===== config.mk =====
export PLATFORM = sky130hd
export DESIGN_NAME = fetch_prefetch_flat
export DESIGN_NICKNAME = d
export VERILOG_FILES = /design/src/rtl/fetch_prefetch_if.sv /design/src/rtl/fetch_prefetch.sv /design/src/flat_wrapper.sv
export SDC_FILE = /design/constraint.sdc
export NUM_CORES = 1
export LEC_CHECK = 0
export CAP_MARGIN = 10
export CORE_AREA = 2 2 173 133
export DETAILED_ROUTE_END_ITERATION = 8
export DIE_AREA = 0 0 175 135
export GPL_TIMING_DRIVEN = 0
export PLACE_DENSITY = 0.84
export SLEW_MARGIN = 20
export SYNTH_ARGS = -nofsm -noshare
export SYNTH_HDL_FRONTEND = slang
export SYNTH_SLANG_ARGS = --single-unit

===== constraint.sdc =====
create_clock -name clk -period 7 [get_ports clk]
set_clock_uncertainty 0.2 [all_clocks]
set_input_delay 1.05 -clock clk [delete_from_list [all_inputs] [get_ports clk]]
set_output_delay 1.05 -clock clk [all_outputs]
set_load 0.01 [all_outputs]

===== src/rtl/fetch_prefetch_if.sv =====
// fetch_prefetch_if
// Bundles the signals between the instruction prefetch unit and the rest of
// the core: the synchronous-ROM read port, the branch redirect request, the
// condition flags, and the instruction-register handshake.
//
// Signals:
//   rom_addr    [ADDR_W-1:0] word address to the ROM (fetch unit drives)
//   rom_data    [31:0]       ROM read data, one cycle after rom_addr
//   redirect                 flush the queue and restart fetch at redirect_pc
//   redirect_pc [31:0]       redirect target, low two bits ignored
//   NZCV        [3:0]        condition flags N,Z,C,V (bit3..bit0)
//   ir_ready                 consumer accepts the head instruction
//   ir_valid                 head instruction is being presented
//   IR          [31:0]       head instruction
//   PC          [31:0]       address of the head instruction
//   W_IR_valid               head instruction's condition passes
//
// Modports:
//   master - the fetch unit
//   slave  - the environment (ROM, core control, consumer)
interface fetch_prefetch_if #(
  parameter int ADDR_W = 6
);
  logic [ADDR_W-1:0] rom_addr;
  logic [31:0]       rom_data;
  logic              redirect;
  logic [31:0]       redirect_pc;
  logic [3:0]        NZCV;
  logic              ir_ready;
  logic              ir_valid;
  logic [31:0]       IR;
  logic [31:0]       PC;
  logic              W_IR_valid;

  modport master (
    output rom_addr, ir_valid, IR, PC, W_IR_valid,
    input  rom_data, redirect, redirect_pc, NZCV, ir_ready
  );

  modport slave (
    input  rom_addr, ir_valid, IR, PC, W_IR_valid,
    output rom_data, redirect, redirect_pc, NZCV, ir_ready
  );
endinterface


===== src/rtl/fetch_prefetch.sv =====
// fetch_prefetch
// Instruction prefetch unit. A fetch pointer streams word reads out of a
// synchronous ROM (one-cycle latency) into a small instruction queue; the
// queue head is presented as IR/PC with a valid/ready handshake, and the
// head's ARM-style condition field is decoded against NZCV into W_IR_valid.
// A read is only issued when the queue has room for it counting the read
// already in flight, so the queue can never overflow.
//
// Parameters:
//   ADDR_W   ROM word-address width
//   DEPTH    queue entries (power of two, >= 2)
//   PC_RESET first fetch address
//
// Ports:
//   clk   rising-edge clock
//   rst   asynchronous, active-low reset
//   bus   fetch_prefetch_if.master (ROM port, redirect, flags, IR handshake)
//
// Build option:
//   FETCH_COND_SKIP_EN - when defined, a head instruction whose condition
//   fails is dropped automatically instead of being presented, and
//   W_IR_valid simply mirrors ir_valid.
module fetch_prefetch #(
  parameter int          ADDR_W   = 6,
  parameter int          DEPTH    = 4,
  parameter logic [31:0] PC_RESET = 32'h0
) (
  input  logic                clk,
  input  logic                rst,
  fetch_prefetch_if.master    bus
);

  localparam int PTR_W = $clog2(DEPTH);
  localparam int CNT_W = PTR_W + 1;
  localparam logic [CNT_W:0] DEPTH_OCC = (CNT_W + 1)'(DEPTH);

  logic [31:0]      fpc;
  logic [31:0]      flight_pc;
  logic             in_flight;
  logic [PTR_W-1:0] rd_ptr;
  logic [PTR_W-1:0] wr_ptr;
  logic [CNT_W-1:0] count;
  logic [31:0]      q_ir [DEPTH];
  logic [31:0]      q_pc [DEPTH];

  logic             has_head;
  logic [31:0]      head_ir;
  logic [31:0]      head_pc;
  logic             cond_pass;
  logic [CNT_W:0]   occupancy;
  logic             issue;
  logic             push;
  logic             pop;

  // Condition decode: codes come in pass/inverse pairs, so pick the base
  // test from the upper three bits and flip it with bit 0. Code F is the
  // one exception, "always" like E.
  function automatic logic cond_ok(input logic [3:0] code, input logic [3:0] f);
    logic n, z, c, v, base;
    n = f[3];
    z = f[2];
    c = f[1];
    v = f[0];
    case (code[3:1])
      3'd0:    base = z;
      3'd1:    base = c;
      3'd2:    base = n;
      3'd3:    base = v;
      3'd4:    base = c & ~z;
      3'd5:    base = (n == v);
      3'd6:    base = ~z & (n == v);
      default: base = 1'b1;
    endcase
    return (code == 4'hF) ? 1'b1 : (base ^ code[0]);
  endfunction

  assign has_head  = (count != '0);
  assign head_ir   = q_ir[rd_ptr];
  assign head_pc   = q_pc[rd_ptr];
  assign cond_pass = cond_ok(head_ir[31:28], bus.NZCV);

  // A slot is reserved for the read in flight, so issue only when the
  // queue plus the pending return still leaves room.
  assign occupancy = {1'b0, count} + {{CNT_W{1'b0}}, in_flight};
  assign issue     = ~bus.redirect && (occupancy < DEPTH_OCC);
  assign push      = in_flight && ~bus.redirect;

`ifdef FETCH_COND_SKIP_EN
  assign pop            = has_head && ~bus.redirect && (~cond_pass || bus.ir_ready);
  assign bus.ir_valid   = has_head && cond_pass;
  assign bus.W_IR_valid = has_head && cond_pass;
`else
  assign pop            = has_head && ~bus.redirect && bus.ir_ready;
  assign bus.ir_valid   = has_head;
  assign bus.W_IR_valid = has_head && cond_pass;
`endif

  assign bus.IR       = has_head ? head_ir : 32'h0;
  assign bus.PC       = has_head ? head_pc : 32'h0;
  assign bus.rom_addr = fpc[ADDR_W+1:2];

  // Fetch pointer, in-flight tracking and queue bookkeeping. A redirect
  // wins over everything: it empties the queue, drops the pending read and
  // ignores any coincident pop.
  always_ff @(posedge clk or negedge rst) begin
    if (!rst) begin
      fpc       <= PC_RESET;
      flight_pc <= 32'h0;
      in_flight <= 1'b0;
      rd_ptr    <= '0;
      wr_ptr    <= '0;
      count     <= '0;
    end else if (bus.redirect) begin
      fpc       <= bus.redirect_pc & ~32'h3;
      in_flight <= 1'b0;
      rd_ptr    <= '0;
      wr_ptr    <= '0;
      count     <= '0;
    end else begin
      in_flight <= issue;
      if (issue) begin
        flight_pc <= fpc;
        fpc       <= fpc + 32'd4;
      end
      if (push) wr_ptr <= wr_ptr + PTR_W'(1);
      if (pop)  rd_ptr <= rd_ptr + PTR_W'(1);
      case ({push, pop})
        2'b10:   count <= count + CNT_W'(1);
        2'b01:   count <= count - CNT_W'(1);
        default: count <= count;
      endcase
    end
  end

  // Queue storage needs no reset; entries are only visible once counted.
  always_ff @(posedge clk) begin
    if (push) begin
      q_ir[wr_ptr] <= bus.rom_data;
      q_pc[wr_ptr] <= flight_pc;
    end
  end

endmodule


===== src/flat_wrapper.sv =====
// flat-port wrapper written by rule: the top's interface ports become plain ports
module fetch_prefetch_flat 
#(
  parameter int          ADDR_W   = 6,
  parameter int          DEPTH    = 4,
  parameter logic [31:0] PC_RESET = 32'h0
)
  (clk, rst, bus_rom_addr, bus_ir_valid, bus_IR, bus_PC, bus_W_IR_valid, bus_rom_data, bus_redirect, bus_redirect_pc, bus_NZCV, bus_ir_ready);
  fetch_prefetch_if #(.ADDR_W(ADDR_W)) bus_i ();
  input  logic clk;
  input  logic rst;
  output wire logic [$bits(bus_i.rom_addr)-1:0] bus_rom_addr;
  output wire logic [$bits(bus_i.ir_valid)-1:0] bus_ir_valid;
  output wire logic [$bits(bus_i.IR)-1:0] bus_IR;
  output wire logic [$bits(bus_i.PC)-1:0] bus_PC;
  output wire logic [$bits(bus_i.W_IR_valid)-1:0] bus_W_IR_valid;
  input wire logic [$bits(bus_i.rom_data)-1:0] bus_rom_data;
  input wire logic [$bits(bus_i.redirect)-1:0] bus_redirect;
  input wire logic [$bits(bus_i.redirect_pc)-1:0] bus_redirect_pc;
  input wire logic [$bits(bus_i.NZCV)-1:0] bus_NZCV;
  input wire logic [$bits(bus_i.ir_ready)-1:0] bus_ir_ready;
  assign bus_rom_addr = bus_i.rom_addr;
  assign bus_ir_valid = bus_i.ir_valid;
  assign bus_IR = bus_i.IR;
  assign bus_PC = bus_i.PC;
  assign bus_W_IR_valid = bus_i.W_IR_valid;
  assign bus_i.rom_data = bus_rom_data;
  assign bus_i.redirect = bus_redirect;
  assign bus_i.redirect_pc = bus_redirect_pc;
  assign bus_i.NZCV = bus_NZCV;
  assign bus_i.ir_ready = bus_ir_ready;
  fetch_prefetch #(.ADDR_W(ADDR_W), .DEPTH(DEPTH), .PC_RESET(PC_RESET)) u_core (.clk(clk), .rst(rst), .bus(bus_i));
endmodule

======== After elaboration in Yosys (flattened, before gate mapping) ========
Memory sizes are Yosys's and may differ from the RTL's.
Index checks and enable logic that the tools add are counted.
W data, S select, Z words.
word-level totals
  flip-flop bits (word level) ............. 72
  memory bits (writable) .................. 256
  input port bits ......................... 72
  memories ................................ 2
memory list
  name         words  width  rd ports  clocked after memory_dff  wr ports  RTL line              RTL
  u_core.q_ir  4      32     1         0                         1         fetch_prefetch.sv:43  logic [31:0] q_ir [DEPTH];
  u_core.q_pc  4      32     1         0                         1         fetch_prefetch.sv:44  logic [31:0] q_pc [DEPTH];
operators by class
  add/subtract/negate cells ............... 6
  magnitude comparators ................... 1
  equality and inequality tests ........... 10
  mux-type cells .......................... 15
  bitwise logic cells ..................... 5
  reductions and logical operators ........ 12
operators with widths
  kind                     count
  $mux W32                 4
  $add A32 B3 Y32 const B  1
  $eq A3 B3 Y1 const B     3
  $mux W2                  4
  $pmux W1 S7              1
  $eq A3 B2 Y1 const B     2
  $pmux W3 S2              1
  $reduce_bool A2 Y1       3
  $reduce_bool A3 Y1       2
  $logic_and A1 B1 Y1      5
  $add A2 B1 Y2 const B    2
  $add A3 B1 Y4            1
  $eq A4 B4 Y1 const B     1
  $lt A4 B3 Y1 const B     1
  $mux W1                  4
  $add A3 B1 Y3 const B    1
  $eq A3 B1 Y1 const B     1
  $logic_not A3 Y1         1
  $mux W3                  1
  $sub A3 B1 Y3 const B    1
  $and A1 B1 Y1            2
  $eq A2 B1 Y1 const B     1
  $eq A2 B2 Y1 const B     1
  $not A1 Y1               2
  3 further kinds          3

======== Logic depth before layout (Yosys ltp) ========
  depth after elaboration ................. 6
  gate-level depth with buffers ........... 8
  mapped depth without buffers ............ 8

======== Worst setup path after synthesis ========
No wires, ideal clock.
  path type ............................... input-to-reg
  start ................................... in bus_redirect
  end ..................................... mem u_core.q_ir[0][0], enable pin
  arrival time ............................ 2897 ps
  path slack .............................. 3477 ps
  cell stages on the path ................. 3
  path through ............................ clkbuf_1 > nor2b_1 > and2_1
on the way
  word-level cells in the longest chain between the ends .. 4
RTL lines
  what                           RTL line               RTL
  start: declaration             flat_wrapper.sv:18     input wire logic [$bits(bus_i.redirect)-1:0] bus_redirect;
  $not A1 Y1 (no line)           --
  $logic_and A1 B1 Y1            fetch_prefetch.sv:86   assign push = in_flight && ~bus.redirect;
  $mux W1                        fetch_prefetch.sv:137  if (push) begin
  $mux W1 (implied by the code)  fetch_prefetch.sv:138  q_ir[wr_ptr] <= bus.rom_data;
  end: declaration               fetch_prefetch.sv:43
Every way passes these cells.

======== Worst setup path after layout ========
  start ................................... reg u_core.rd_ptr[1]
  end ..................................... out bus_IR[17]
on the way
  word-level cells in the longest chain between the ends .. 2
RTL lines
  what                      RTL line               RTL
  start: declaration        fetch_prefetch.sv:40   logic [PTR_W-1:0] rd_ptr;
  start signal: assignment  fetch_prefetch.sv:126  if (pop) rd_ptr <= rd_ptr + PTR_W'(1);
  $mem_v2 Z4 W32            --
  $mux W32                  fetch_prefetch.sv:98   assign bus.IR = has_head ? head_ir : 32'h0;
  end: declaration          flat_wrapper.sv:14     output wire logic [$bits(bus_i.IR)-1:0] bus_IR;
Every way passes these cells.

==> results.json <==
{
  "hold_viol_final": 0,
  "clkTransAtPathRegs_ns": 0.06,
  "clkLatencyLatePin_ns": 0.54,
  "end_kind": "output port",
  "fin_crit_sh": 0.6576,
  "cts-hold-fix-buffers": 0,
  "worstSetupPathType": "register to output port",
  "ys.flop_type": "edfxtp_1",
  "tightest_slew_ns": 0.7077,
  "cts_made_buffers": 29,
  "io_buffers": 138,
  "num_rows": 47,
  "grt_pass1_vias": 7204,
  "ant_nets": 0,
  "die_w_um": 175,
  "rrSetupSlack_ns": 4.17,
  "synth_edf_count": 248,
  "placed_cell_area_um2": 14800,
  "synth_seq_cells": 316,
  "worstPathArrival_ns": 3.35,
  "globalRouteOverflowTotal": 0,
  "swShare": 0.2805,
  "area_delta_synth_final_pct": 22.07,
  "synth_cells": 745,
  "fp.dieArea_um2": 23630,
  "avgSynthCellArea_um2": 17.34,
  "start_kind": "register",
  "reg2regPathDepth": 8,
  "required_ns": 5.75,
  "drt_pass1_iterations": 6,
  "grt_max_degree": 50,
  "cts-root-buf": "clkbuf_16",
  "pwr-share-seq": 0.422,
  "cts_repair_resize_count": 0,
  "p_int_mw": 4.233,
  "drive_above_1_share": 0.1856,
  "fmax_mhz": 217.2,
  "synth_common_cells": "edfxtp_1 (248), and2_1 (68), dfrtp_1 (68), mux4_2 (62), nand2_1 (42)",
  "core_area_um2": 21820,
  "r2r-start": "u_core.count[0]$_DFFE_PN0P_",
  "nets": 998,
  "tritoncts": "built",
  "ys_seq_area_frac": 0.7084,
  "synthArstFlopShare": 0.2152,
  "combPwrFrac": 0.309,
  "start_util": 0.5920,
  "fin_area_um2": 15770,
  "r2r-end": "u_core.count[2]$_DFFE_PN0P_",
  "die_y_um": 135,
  "layout_min_cycle_time_ns": 4.603,
  "max_cap_viol_count": 0,
  "final_max_slew_viol_count": 0,
  "clockBufferDepth": 3,
  "power.switching_mw": 1.650,
  "vias": 7137,
  "yosysWarnings": 0,
  "cellLeakagePower_nw": 5.405,
  "dp_hpwl_mm": 16.37,
  "synth_area_um2": 12910,
  "synth.most_common_cell": "edfxtp_1",
  "routedWlPerCell_um": 20.30,
  "fill_cells": 1347,
  "power.density_nw_per_um2": 373.2,
  "final.setup.tns_ns": 0,
  "ys_top_cells_by_area": "edfxtp_1 (58%), dfrtp_1 (13%), mux4_2 (11%)",
  "rsz0062_at_grt": "no",
  "drc_errors": 0,
  "finalWeightedCongestion": 0.8530,
  "relSlewSlack": 0.5282,
  "cts.sinks": 316,
  "finalSetupViolations": 0,
  "grt_pass1_wl_mm": 39.46,
  "p_clk_frac": 0.269,
  "htreeDepth": 1,
  "multi_input_area_um2": 3505,
  "cp_max_fo": 10,
  "ir_drop_mv": 0.2406,
  "totalWireLength_mm": 25.11,
  "grt_antenna_before_repair": 0,
  "via_per_inst": 5.770,
  "drt_iter0_drc": 793,
  "grt_usage": 0.2179,
  "synth_cell_types": 47,
  "postCtsSetupBuffers": 0,
  "io_pins": 144,
  "yosysTopAreaCell": "edfxtp_1",
  "final-seq-area_um2": 9149,
  "status": "finished clean",
  "insertedDiodeCount": 0,
  "hp-class": "input port to async pin",
  "post-synth-top-area-fraction": 0.5766
}
==> logic make-up (layout without fill, tap and decap cells) <==
family                     count (synthesis)  after routing  synth area share
muxes                                     99             99            0.1397
xor gates and xnor gates                  31             31           0.02102
buffers and inverters                     57            254           0.02131
and+or+nand+nor                          189            189           0.08099
AOI/OAI and AO/OA                         46             46           0.02189
DFF                                      316            316            0.7084
other                                      1              2         0.0002904
adders and majority gates                  6              6          0.006394
==> layout by cell type (no fill, tap or decap), drive strengths merged, types with 27 or more instances in the layout <==
cell,Yosys,final
and2,68,68
buf,27,33
clkbuf,19,55
clkdlybuf4s50,0,137
dfrtp,68,68
edfxtp,248,248
mux2,30,30
mux4,62,62
nand2,42,42
o21ai,27,27
==> sequential cells by signal, indices dropped and copies added (netlist names) <==
| signal | count |
|---|---|
| u_core.q_ir | 128 |
| u_core.q_pc | 120 |
| u_core.flight_pc | 30 |
| u_core.fpc | 30 |
| u_core.count | 3 |
| u_core.rd_ptr | 2 |
| u_core.wr_ptr | 2 |
| u_core.in_flight | 1 |
==> layout make-up <==
| class | instances | area share |
|---|---|---|
| multi-input cells | 373 | 0.2223 |
| repair buffers | 143 | 0.09524 |
| plain buffers | 46 | 0.01484 |
| clock inverters | 18 | 0.01238 |
| flip-flops and latches | 316 | 0.5803 |
| clock buffers | 36 | 0.04897 |
| well taps | 294 | 0.02333 |
| inverters | 11 | 0.002619 |
==> critical path, stage by stage, from the launching register on <==
cell and delay (ns):
dfrtp_1 0.33, buf_2 0.24, buf_1 0.58, buf_1 0.56, mux4_2 0.42, and2_1 0.20
clkdlybuf4s50_1 0.47
==> worst max-delay path by stage <==
stage	start	endpoint	slack (ns)	cells past startpoint
floorplan	bus_redirect	u_core.q_ir[0][0]$_DFFE_PP_	3.48	3
global placement	bus_redirect	u_core.q_ir[3][7]$_DFFE_PP_	2.32	3
detailed placement	bus_NZCV[0]	bus_W_IR_valid	2.76	6
CTS	u_core.rd_ptr[1]$_DFFE_PN0P_	bus_IR[17]	2.39	6
global route	u_core.rd_ptr[1]$_DFFE_PN0P_	bus_IR[17]	2.28	6
finish	u_core.rd_ptr[1]$_DFFE_PN0P_	bus_IR[17]	2.40	6
==> layer usage <==
layer	track usage	vias up	wire (µm)
li1	-	3207	-
met2	0.3461	289	11680
met1	0.3316	3601	11380
met5	0	-	0
met3	0.03012	40	1642
met4	0.04352	0	398
==> power by group through the flow <==
stage / clock (mW) / combinational [mW] / sequential (mW)
floorplan: 0 / 1.05 / 2.46
global placement: 0 / 1.78 / 2.51
detailed placement: 0 / 1.83 / 2.52
CTS: 1.61 / 1.85 / 2.48
global route: 1.68 / 1.96 / 2.51
finish: 1.58 / 1.82 / 2.48
==> metrics by stage <==
step	power (mW)	cells	hold WS, ns	utilization	setup slack, ns
finish	5.883	1237	0.2043	0.7226	2.397
global placement	4.292	1178	0.2939	0.6723	2.315
CTS	5.936	1237	0.2066	0.7226	2.390
floorplan	3.506	746	0.2724	-	3.477
detailed placement	4.343	1183	0.2998	0.6783	2.760
global route	6.154	1237	0.2198	0.7226	2.283
(Power assumes the default switching activity.)
